### src/rtl/program_loader.sv
// Framed byte-stream loader for the instruction memory write port.
// Accepts LEN / data / CSUM frames and releases the CPU only after a valid checksum.
module program_loader #(
  parameter int ADDR_W = 4,
  parameter int DATA_W = 8,
  parameter int DEPTH  = 16
) (
  input  logic              clk,
  input  logic              rst,
  input  logic [DATA_W-1:0] in_data,
  input  logic              in_valid,
  output logic              in_ready,
  input  logic              load_start,
  output logic              im_we,
  output logic [ADDR_W-1:0] im_addr,
  output logic [DATA_W-1:0] im_data,
  output logic              cpu_run,
  output logic              busy,
  output logic              done,
  output logic              err,
  output logic [ADDR_W:0]   count
);

  typedef enum logic [2:0] {
    S_LEN,
    S_DATA,
    S_CSUM,
    S_RUN,
    S_ERROR
  } state_t;

  state_t state, state_nxt;

  logic [DATA_W-1:0] len_q;
  logic [DATA_W-1:0] sum_q;
  logic [ADDR_W:0]   cnt_inc;
  logic              in_frame;
  logic              xfer;
  logic              last_data;
  logic              csum_ok;

  logic              vld_p1;
  logic [ADDR_W-1:0] addr_p1;
  logic [DATA_W-1:0] data_p1;

  // Running checksum wraps modulo 2**DATA_W.
  function automatic logic [DATA_W-1:0] sum_add(input logic [DATA_W-1:0] a,
                                                input logic [DATA_W-1:0] b);
    return a + b;
  endfunction

  function automatic logic len_ok(input logic [DATA_W-1:0] b);
    return (b != '0) && (b <= DATA_W'(DEPTH));
  endfunction

  assign in_frame  = (state == S_LEN) || (state == S_DATA) || (state == S_CSUM);
  assign in_ready  = in_frame && !load_start;
  assign busy      = in_frame;
  assign xfer      = in_valid && in_ready;
  assign cnt_inc   = count + 1'b1;
  assign last_data = ({{(DATA_W-ADDR_W-1){1'b0}}, cnt_inc} == len_q);
  assign csum_ok   = (sum_add(sum_q, in_data) == '0);

  always_comb begin
    state_nxt = state;
    if (load_start) begin
      state_nxt = S_LEN;
    end else if (xfer) begin
      case (state)
        S_LEN:   state_nxt = len_ok(in_data) ? S_DATA : S_ERROR;
        S_DATA:  state_nxt = last_data ? S_CSUM : S_DATA;
        S_CSUM:  state_nxt = csum_ok ? S_RUN : S_ERROR;
        default: state_nxt = state;
      endcase
    end
  end

  always_ff @(posedge clk or negedge rst) begin
    if (!rst) state <= S_LEN;
    else      state <= state_nxt;
  end

  // Stage p1: registered memory write and frame status
  always_ff @(posedge clk or negedge rst) begin
    if (!rst) begin
      vld_p1  <= 1'b0;
      addr_p1 <= '0;
      data_p1 <= '0;
      count   <= '0;
      cpu_run <= 1'b0;
      done    <= 1'b0;
      err     <= 1'b0;
    end else begin
      vld_p1 <= xfer && (state == S_DATA);
      if (xfer && (state == S_DATA)) begin
        addr_p1 <= count[ADDR_W-1:0];
        data_p1 <= in_data;
      end
      if (load_start) begin
        count   <= '0;
        cpu_run <= 1'b0;
        done    <= 1'b0;
        err     <= 1'b0;
      end else if (xfer) begin
        case (state)
          S_LEN: begin
            count <= '0;
            if (!len_ok(in_data)) err <= 1'b1;
          end
          S_DATA: count <= cnt_inc;
          S_CSUM: begin
            cpu_run <= csum_ok;
            done    <= csum_ok;
            err     <= !csum_ok;
          end
          default: ;
        endcase
      end
    end
  end

  // Frame length and checksum accumulator are always reloaded by the LEN byte
  always_ff @(posedge clk) begin
    if (xfer && (state == S_LEN)) begin
      len_q <= in_data;
      sum_q <= in_data;
    end else if (xfer && (state == S_DATA)) begin
      sum_q <= sum_add(sum_q, in_data);
    end
  end

  assign im_we   = vld_p1;
  assign im_addr = addr_p1;
  assign im_data = data_p1;

endmodule

### config.mk
export PLATFORM = sky130hd
export DESIGN_NAME = program_loader
export DESIGN_NICKNAME = d
export VERILOG_FILES = /design/src/rtl/program_loader.sv
export SDC_FILE = /design/constraint.sdc
export NUM_CORES = 1
export LEC_CHECK = 0
export CAP_MARGIN = 10
export CORE_ASPECT_RATIO = 1.75
export CORE_UTILIZATION = 53
export DETAILED_ROUTE_END_ITERATION = 7
export PLACE_DENSITY = 0.79
export SETUP_SLACK_MARGIN = 0.5
export SLEW_MARGIN = 20
export SYNTH_ARGS = -nofsm -noshare
export SYNTH_HDL_FRONTEND = slang
export SYNTH_SLANG_ARGS = --single-unit
export TNS_END_PERCENT = 1
### constraint.sdc
create_clock -name clk -period 3 [get_ports clk]
set_input_delay 0.45 -clock clk [delete_from_list [all_inputs] [get_ports clk]]
set_output_delay 0.45 -clock clk [all_outputs]
set_load 0.01 [all_outputs]
# Yosys cells after proc, flatten, opt, wreduce, memory -nomap -nowiden

Index checks and enable logic that the tools add are counted.

Magnitude comparators: 1
Add/subtract/negate cells: 2
Equal/unequal tests: 4
Reduce and logical (&&, ||, !) cells: 22
Mux-type cells: 18

Operators with widths:

| kind                                                            | count |
|---|---|
| 2-to-1 mux 8 bit                                                | 2 |
| 2-to-1 mux 3 bit                                                | 4 |
| 2-to-1 mux 5 bit                                                | 2 |
| case mux 5 bit (2 select lines)                                 | 1 |
| case mux 3 bit (3 select lines)                                 | 1 |
| adder 8 bit                                                     | 1 |
| == test 5 x 8 -> 1 bit                                          | 1 |
| less-or-equal comparator 8 x 5 -> 1 bit (second input constant) | 1 |
| logical NOT 8 bit                                               | 1 |
| nonzero test 8 bit                                              | 1 |
| 2-to-1 mux 1 bit                                                | 6 |
| AND reduction 2 bit                                             | 3 |
| nonzero test 2 bit                                              | 3 |
| nonzero test 3 bit                                              | 2 |
| adder 5 x 1 -> 5 bit (second input constant)                    | 1 |
| logical AND 1 bit                                               | 5 |
| nonzero test 4 bit                                              | 1 |
| == test 3 x 1 -> 1 bit (second input constant)                  | 1 |
| == test 3 x 2 -> 1 bit (second input constant)                  | 1 |
| logical NOT 3 bit                                               | 1 |
| != test 3 bit (second input constant)                           | 1 |
| AND reduction 3 bit                                             | 1 |
| logical NOT 1 bit                                               | 2 |
| logical OR 1 bit                                                | 2 |
| 2 further kinds                                                 | 2 |

Input bits: 12
Output and inout bits: 23
Register bits: 39
Word-level logic and storage cells: 56

# Longest topological paths before layout

Gate-level depths: netlist (run 1).

Word-level depth: 8
Gate-level depth with buffers: 8
Mapped depth without buffers: 8

# Worst setup path before layout (run 1)

Ideal clock, no wire load.

Path type: input-to-reg
Start: input port in_data[0]
End: register state[2]
Library setup time: 0.131 ns
Cell stages on the path: 8
Arrival time: 2.199 ns
Data required time: 2.869 ns
Path buffers: 0
Path slack: 0.670 ns
Cells stage by stage: ha_1 fa_1 a211oi_1 o31a_1 o221ai_1 a211oi_2 and2_2 o22ai_1

Cells in the longest elaborated chain, start to end: 6

Ends and longest elaborated chain:

| element                                                       | line   | text |
|---|---|---|
| from (decl)                                                   | 10     | `input logic [DATA_W-1:0] in_data,` |
| adder 8 bit, or another cell as far along                     | 49     | `return a + b;` |
| logical NOT 8 bit / logical AND 1 bit (equally long branches) | 62, 53 |  |
| 2-to-1 mux 3 bit (on tied branches)                           | 72, 70 |  |
| case mux 3 bit (3 select lines) *                             | 69     | `case (state)` |
| 2-to-1 mux 3 bit *                                            | 68     | `end else if (xfer) begin` |
| 2-to-1 mux 3 bit *                                            | 66     | `if (load_start) begin` |
| to (signal assigned)                                          | 80     | `else state <= state_nxt;` |
| to (decl)                                                     | 32     | `state_t state, state_nxt;` |

Every way passes the cells marked *; elsewhere a longest branch is shown, timed or not. The select of a mux whose other input is x is not followed.
A chain may end at the register's enable or synchronous reset.

# Worst setup path in the final report (run 1)

Start: input port in_data[3]
End: register state[2]

Same word-level chain as after synthesis.

==> key figures, run 1 <==
Outcome
  • Run status: completed

Synthesis
  • Post-Synth Simple-Gate Area: 0.185
  • Number of warnings issued by yosys: 0
  • Netlist area before placement: 2150 sq um
  • Average footprint of a synthesized cell: 10.1 sq um
  • Register bit count reported by yosys: 39
  • Complex-gate fraction of the synthesized area: 0.143
  • Top flip-flop cell by instance count after synthesis: dfrtp_1
  • Post-synth cell types: 50
  • Net count after synthesis: 234
  • Ranking of synthesized cells by instance count: nand2_1, dfrtp_1, nor2_1, edfxtp_1, o21ai_0
  • Library cell with the largest summed area after synthesis: dfrtp_1
  • Share of Yosys cell area claimed by the top area cell type: 0.268
  • Post-synth ARST share: 0.590
  • Adder and majority cell fraction of the synthesized area: 0.0559
  • Sequential fraction of the synthesis area: 0.492
  • Dominant combinational cell family by area after synthesis: simple AND/OR/NAND/NOR gates
  • Post-synth EDFFs: 16
  • Synth Area in XOR/XNOR: 0.0687
  • Most frequent cell after synthesis: nand2_1
  • Multiplexer fraction of the synthesized cell area: 0.0256
  • Cells after Synth: 213
  • Ranking of synthesized cells by area: dfrtp_1, edfxtp_1, nand2_1, ha_1, xor2_1

Clock tree
  • Clock sinks: 39
  • Number of CTS-inserted buffers: 5
  • Clock H-tree levels: 2
  • TritonCTS clock tree: built
  • Hold-fix buffer count after cts: 0
  • Maximum buffer depth of the clock tree: 2
  • Register clock-pin slew on the reported worst setup and hold paths: 0.08 ns
  • Source-to-sink clock delay at the later pin of the worst-skew pair: 0.30 ns
  • Buffer cell driving the clock tree root: clkbuf_8

Pwr
  • Leakage dissipation: 1.18 nW
  • Worst ir drop on vdd: 362 uV
  • Tot Pwr: 1.43 mW
  • P per Cell Area: 511 nW/um^2

Critical path
  • Max FO, Critical Path: 7
  • Worst reg2reg startpoint: sum_q[0]$_DFFE_PP_
  • Logic depth of the worst register-to-register path: 8
  • Worst Setup End Kind: flop
  • Register-to-register path setup slack: 0.61 ns
  • Worst setup endpoint: state[2]$_DFFE_PN0P_
  • Startpoint class of the critical path: primary input
  • Crit path required time: 3.17 ns
  • Launching element of the worst setup path: in_data[3]
  • Worst setup path category: in -> reg
  • Endpoint of the lowest-slack register-to-register path: state[2]$_DFFE_PN0P_
  • Crit path DAT: 2.60 ns

Drt
  • # DRC: 0
  • Via count of the routed design: 1805
  • WL final: 5110 microns
  • Avg WL per Cell: 16.4 microns
  • Detailed Routing Iterations Pass 1: 4
  • Initial detailed-routing violation count: 63
  • Number of routed nets with antenna violations: 0
  • Number of vias per cell after detailed routing: 5.79

Cells and area
  • Share of final-layout standard cells stronger than drive strength 1: 0.163
  • Synth-to-Final Area Change: 30.2%
  • Number of antenna diodes: 0
  • Count of fill cells added during filler insertion: 299
  • Final nets: 284

STA
  • Post-Route Skew: 0.00457 ns
  • Headroom to the max-slew limit: 0.686
  • Crit path time final: 2.43 ns
  • Count of endpoints failing setup in the final report: 0
  • Slew Viols, Final: 0
  • Highest clock frequency the design can meet: 0.411 GHz
  • Least-Margin Pin Slew: 0.471 ns
  • Final setup TNS: 0 ns
  • Final period utilization: 0.811
  • Final Hold Viols: 0
  • RSZ-0062 raised after global routing: no

Floorplanning
  • Std-Cell Core Area: 3870 sq um
  • Total number of placement rows: 30
  • Die width: 50.1 microns
  • Total Die Area: 4320 sq um
  • Initial cell density of the core: 0.556
  • Num ports: 35
  • Vertical die dimension: 86.2 microns

Place
  • Sum of net half-perimeters after detailed placement: 3720 microns
  • Final weighted congestion in routability-driven placement: 0.846
  • Count of input and output buffers: 34

Global route
  • Initial antenna violation count: 0
  • Global-route usage over all layers: 0.258
  • Maximum number of pins on one net before global-route repair: 24
  • Vias in the first global route: 1750
  • Grt total ovfl: 0
  • Global-route wire length before repair: 8180 microns

Min path
  • Worst hold path depth: 2
  • Worst hold path type: reg -> reg

Job
  • Max-cap violation count: 0
[logic make-up after synthesis]
family | count (synthesis)
AOI/OAI and AO/OA | 43
DFF | 39
adders and majority gates | 9
and+or+nand+nor | 87
buffers and inverters | 15
muxes | 5
xor gates and xnor gates | 15
[metal layers]
metal | wire length [microns] | global-route usage | vias to the layer above
li1 | - | - | 852
met1 | 1880 | 0.274 | 891
met2 | 2960 | 0.491 | 53
met3 | 163 | 0.0386 | 9
met4 | 101 | 0.104 | 0
met5 | 0 | 0 | -
[layout by cell type, fill, tap and decap left out, types with 5 or more instances in the layout]
cell type and count:
nand2_1 46, clkdlybuf4s50_1 32, dfrtp_1 23, buf_4 17, nor2_1 16, edfxtp_1 16, o21ai_0 13, xor2_1 10
a21oi_1 8, inv_1 7, ha_1 6, clkbuf_8 5
[registers in the layout (all words and copies together), names as in the netlist]
signal and cells:
state 3, sum_q 8, count 5, im_data 8, im_we 1, err 1, len_q 8, im_addr 4
done 1
[where the power goes]
part	internal, mW	leakage, nW	switching [mW]	total, mW
clock	0.332	0.0687	0.193	0.526
combinational	0.142	0.650	0.151	0.293
sequential	0.594	0.465	0.0177	0.611
total	1.07	1.18	0.362	1.43
[worst max-delay path, stage by stage]
cell,delay [ns]
clkdlybuf4s50_1,0.46
ha_1,0.31
or2_1,0.33
a2111o_1,0.45
a211oi_2,0.33
and2_4,0.20
o22ai_1,0.07
[per-stage QoR]
| stage | instance area, sq um | instances | worst slack, ns | utilization | hold slack, ns |
|---|---|---|---|---|---|
| after floorplan | 2150 | 213 | 0.670 | - | 0.154 |
| after global placement | 2630 | 302 | 0.0513 | 0.680 | 0.457 |
| after detailed placement | 2630 | 302 | 0.0117 | 0.680 | 0.469 |
| after CTS | 2790 | 312 | 0.551 | 0.722 | 0.490 |
| after global routing | 2800 | 312 | 0.503 | 0.724 | 0.519 |
| final | 2800 | 312 | 0.568 | 0.724 | 0.481 |
[how the worst min path moves through the flow]
stage,from,end
final,im_addr[0]$_DFFE_PN0P_,im_addr[0]$_DFFE_PN0P_
after global routing,rst,im_addr[3]$_DFFE_PN0P_
after CTS,im_addr[0]$_DFFE_PN0P_,im_addr[0]$_DFFE_PN0P_
after detailed placement,im_addr[0]$_DFFE_PN0P_,im_addr[0]$_DFFE_PN0P_
after global placement,im_addr[0]$_DFFE_PN0P_,im_addr[0]$_DFFE_PN0P_
after floorplan,rst,count[0]$_DFFE_PN0P_
[timing repair]
action | in CTS | in global routing
resized for setup | 7 | 2
endpoints found under the setup margin | 6 | 1
pin swaps | 8 | 0
buffers inserted | 2 | 0
[cell type report]
class | instances | area [sq um] | area share
sequential | 39 | 1060 | 0.377
multi-input combinational | 159 | 1050 | 0.377
timing repair buffer | 51 | 465 | 0.166
clock buffer | 5 | 68.8 | 0.0246
clock inverter | 3 | 66.3 | 0.0237
tap | 48 | 60.1 | 0.0215
inverter | 7 | 26.3 | 0.00939
(Power assumes the default switching activity.)
==> inputs of run 2 (changes only) <==
--- a/config.mk
+++ b/config.mk
@@ -7,9 +7,9 @@
 export LEC_CHECK = 0
 export CAP_MARGIN = 10
 export CORE_ASPECT_RATIO = 1.75
-export CORE_UTILIZATION = 53
+export CORE_UTILIZATION = 48
 export DETAILED_ROUTE_END_ITERATION = 7
-export PLACE_DENSITY = 0.79
+export PLACE_DENSITY = 0.76
 export SETUP_SLACK_MARGIN = 0.5
 export SLEW_MARGIN = 20
 export SYNTH_ARGS = -nofsm -noshare
==> constraint.sdc (replaced) <==
create_clock -name clk -period 2.15 [get_ports clk]
set_input_delay 0.3225 -clock clk [delete_from_list [all_inputs] [get_ports clk]]
set_output_delay 0.3225 -clock clk [all_outputs]
set_load 0.01 [all_outputs]
==> run 2 against run 1 <==
  * The run now ends with setup timing left
  * Final cell count up 9.0%
  * Global-route usage down 0.11 points
  * Clock skew up 0.0024 ns
  * Flip-flop and latch count unchanged
  * Non-clock buffer count up 27
  * Power up 40%
  * Worst hold slack worse by 0.040 ns
  * Count of clock-buffer cells in the layout unchanged
  * Register-to-register slack worse by 0.80 ns
  * Critical endpoint is now state[1]$_DFFE_PN0P_
  * Largest cell class is now multi-input gates
  * Highest routed layer unchanged
==> key figures, run 2 (synthesis gave the netlist of run 1 again) <==
Drt
  • # DRC: 0 (unchanged)
  • Detailed Routing Iterations Pass 1: 4 (unchanged)
  • Via count of the routed design: 1903 (+5.4%)
  • Number of routed nets with antenna violations: 0 (unchanged)
  • WL final: 5640 microns (+10%)
  • Initial detailed-routing violation count: 65 (+3.2%)
  • Number of vias per cell after detailed routing: 5.60 (-3.3%)
  • Avg WL per Cell: 16.6 microns (+1.4%)

Clock tree
  • Buffer cell driving the clock tree root: clkbuf_8
  • Register clock-pin slew on the reported worst setup and hold paths: 0.09 ns (about the same)
  • Clock H-tree levels: 2 (unchanged)
  • Clock sinks: 39 (unchanged)
  • Number of CTS-inserted buffers: 5 (unchanged)
  • Source-to-sink clock delay at the later pin of the worst-skew pair: 0.30 ns (about the same)
  • TritonCTS clock tree: built
  • Maximum buffer depth of the clock tree: 2 (unchanged)

Global route
  • Grt total ovfl: 0 (unchanged)
  • Global-route wire length before repair: 8970 microns (+9.7%)
  • Vias in the first global route: 1956 (+12%)
  • Global-route usage over all layers: 0.257 (-0.00110)
  • Maximum number of pins on one net before global-route repair: 24 (unchanged)
  • Initial antenna violation count: 0 (unchanged)

Cells and area
  • Share of the core filled with cells in the final layout: 0.730 (+0.00618)
  • Final nets: 311 (+9.5%)
  • Leading cell types in the layout, fill and taps excluded: nand2_1, buf_4, clkdlybuf4s50_1, dfrtp_1, edfxtp_1
  • Number of antenna diodes: 0 (unchanged)
  • Most common library cell in the layout ignoring fill and taps: nand2_1
  • Count of fill cells added during filler insertion: 282 (-5.7%)
  • Share of final-layout standard cells stronger than drive strength 1: 0.278 (+0.115)
  • Synth-to-Final Area Change: 43.6%

Place
  • Final weighted congestion in routability-driven placement: 0.816 (-3.5%)
  • Count of input and output buffers: 34 (unchanged)
  • Worst slack at placement: -0.649 ns (-0.660 ns)
  • Sum of net half-perimeters after detailed placement: 4260 microns (+14%)

Critical path
  • Crit path required time: 2.37 ns (-0.80 ns)
  • Crit path DAT: 2.56 ns (-0.04 ns)
  • Worst Setup End Kind: flop
  • Worst reg2reg startpoint: sum_q[0]$_DFFE_PP_
  • Endpoint of the lowest-slack register-to-register path: state[1]$_DFFE_PN0P_
  • Worst setup path category: in -> reg
  • Register-to-register path setup slack: -0.19 ns (-0.80 ns)
  • Startpoint class of the critical path: primary input
  • Max FO, Critical Path: 4 (-3)
  • Logic depth of the worst register-to-register path: 8 (unchanged)

Floorplanning
  • Num ports: 35 (unchanged)
  • Std-Cell Core Area: 4230 sq um (+9.4%)
  • Total Die Area: 4760 sq um (+10%)
  • Initial cell density of the core: 0.508 (-0.0475)
  • Total number of placement rows: 31 (+3.3%)
  • Vertical die dimension: 90.5 microns (+5.0%)
  • Die width: 52.6 microns (+4.9%)

STA
  • Final Hold Viols: 0 (unchanged)
  • Slew Viols, Final: 0 (unchanged)
  • Final period utilization: 1.09
  • Setup ws final: -0.197 ns (-0.765 ns)
  • RSZ-0062 raised after global routing: yes
  • Count of endpoints failing setup in the final report: 5 (+5)
  • Post-Route Skew: 0.00700 ns (+0.00243 ns)
  • Highest clock frequency the design can meet: 0.426 GHz
  • Headroom to the max-slew limit: 0.731 (+0.0454)
  • Crit path time final: 2.35 ns
  • Least-Margin Pin Slew: 0.400 ns (-0.0713 ns)

Pwr
  • Leakage dissipation: 1.37 nW (+16%)
  • P per Cell Area: 647 nW/um^2 (+27%)
  • Worst ir drop on vdd: 596 uV (+64%)
  • Tot Pwr: 2.00 mW (+40%)

Outcome
  • Violated checks: setup timing
  • Run status: complete, but fails checks

Min path
  • Worst hold path type: in -> async

Job
  • Max-cap violation count: 0 (unchanged)
run 2: cell types whose count changed in the layout (fill, tap and decap cells not counted), moves of 3 or more:
cell,before,now
buf_4,17,42
dfrtp_1,23,20
dfrtp_2,0,3
a211oi_4,0,3
clkdlybuf4s50_1,32,29
run 2: layer usage:
layer | up-vias | share of wire | GRT usage | wire, microns
met5 | - | 0 | 0 | 0
met4 | 0 | 0.029 | 0.116 | 163
met3 | 15 | 0.029 | 0.0471 | 164
met2 | 49 | 0.58 | 0.477 | 3270
met1 | 931 | 0.36 | 0.258 | 2050
li1 | 908 | - | - | -
run 2: per-stage QoR:
step / hold WS [ns] / cell area, sq um / instances / setup TNS [ns]
global route: 0.457 / 3090 / 340 / -1.51
detailed placement: 0.466 / 2860 / 330 / -4.25
floorplan: 0.0269 / 2170 / 213 / 0
finish: 0.440 / 3090 / 340 / -0.895
CTS: 0.411 / 3060 / 339 / -0.958
global placement: 0.458 / 2860 / 330 / -4.01
run 2: repair_timing:
| action | CTS | global route |
|---|---|---|
| setup buffers | 1 | 1 |
| gates resized for setup | 23 | 6 |
| hold buffers | 0 | 0 |
| pin swaps | 17 | 8 |
| endpoints found under the setup margin | 19 | 27 |
run 2: final cells by class:
type | count | area, sq um | share of cell area
clock buffer | 5 | 68.8 | 0.0223
clock inverter | 3 | 47.5 | 0.0154
inverter | 7 | 26.3 | 0.00852
multi-input combinational | 159 | 1140 | 0.370
sequential | 39 | 1060 | 0.343
tap | 49 | 61.3 | 0.0199
timing repair buffer | 78 | 679 | 0.220
run 2: critical path, stage by stage:
cell             delay [ns]
clkdlybuf4s50_1        0.42
ha_2                   0.34
buf_4                  0.15
a21oi_2                0.07
buf_4                  0.14
buf_4                  0.12
a22oi_1                0.23
o221ai_2               0.16
a211oi_4               0.28
nand4_1                0.16
a21oi_1                0.16
run 2: power by group:
group	switching (mW)	total [mW]	internal (mW)
Clock	0.285	0.637	0.352
Sequential	0.0260	0.854	0.828
Combinational	0.244	0.505	0.260
Total	0.555	2.00	1.44
run 2: worst max-delay path by stage:
stage,slack [ns],cells after the start,startpoint,end
floorplan,0.0008,8,sum_q[0]$_DFFE_PP_,state[2]$_DFFE_PN0P_
global placement,-0.60,9,in_data[0],state[2]$_DFFE_PN0P_
detailed placement,-0.65,9,in_data[0],state[2]$_DFFE_PN0P_
CTS,-0.21,8,sum_q[0]$_DFFE_PP_,state[1]$_DFFE_PN0P_
global route,-0.32,8,sum_q[0]$_DFFE_PP_,state[0]$_DFFE_PN0P_
finish,-0.20,11,in_data[2],state[1]$_DFFE_PN0P_
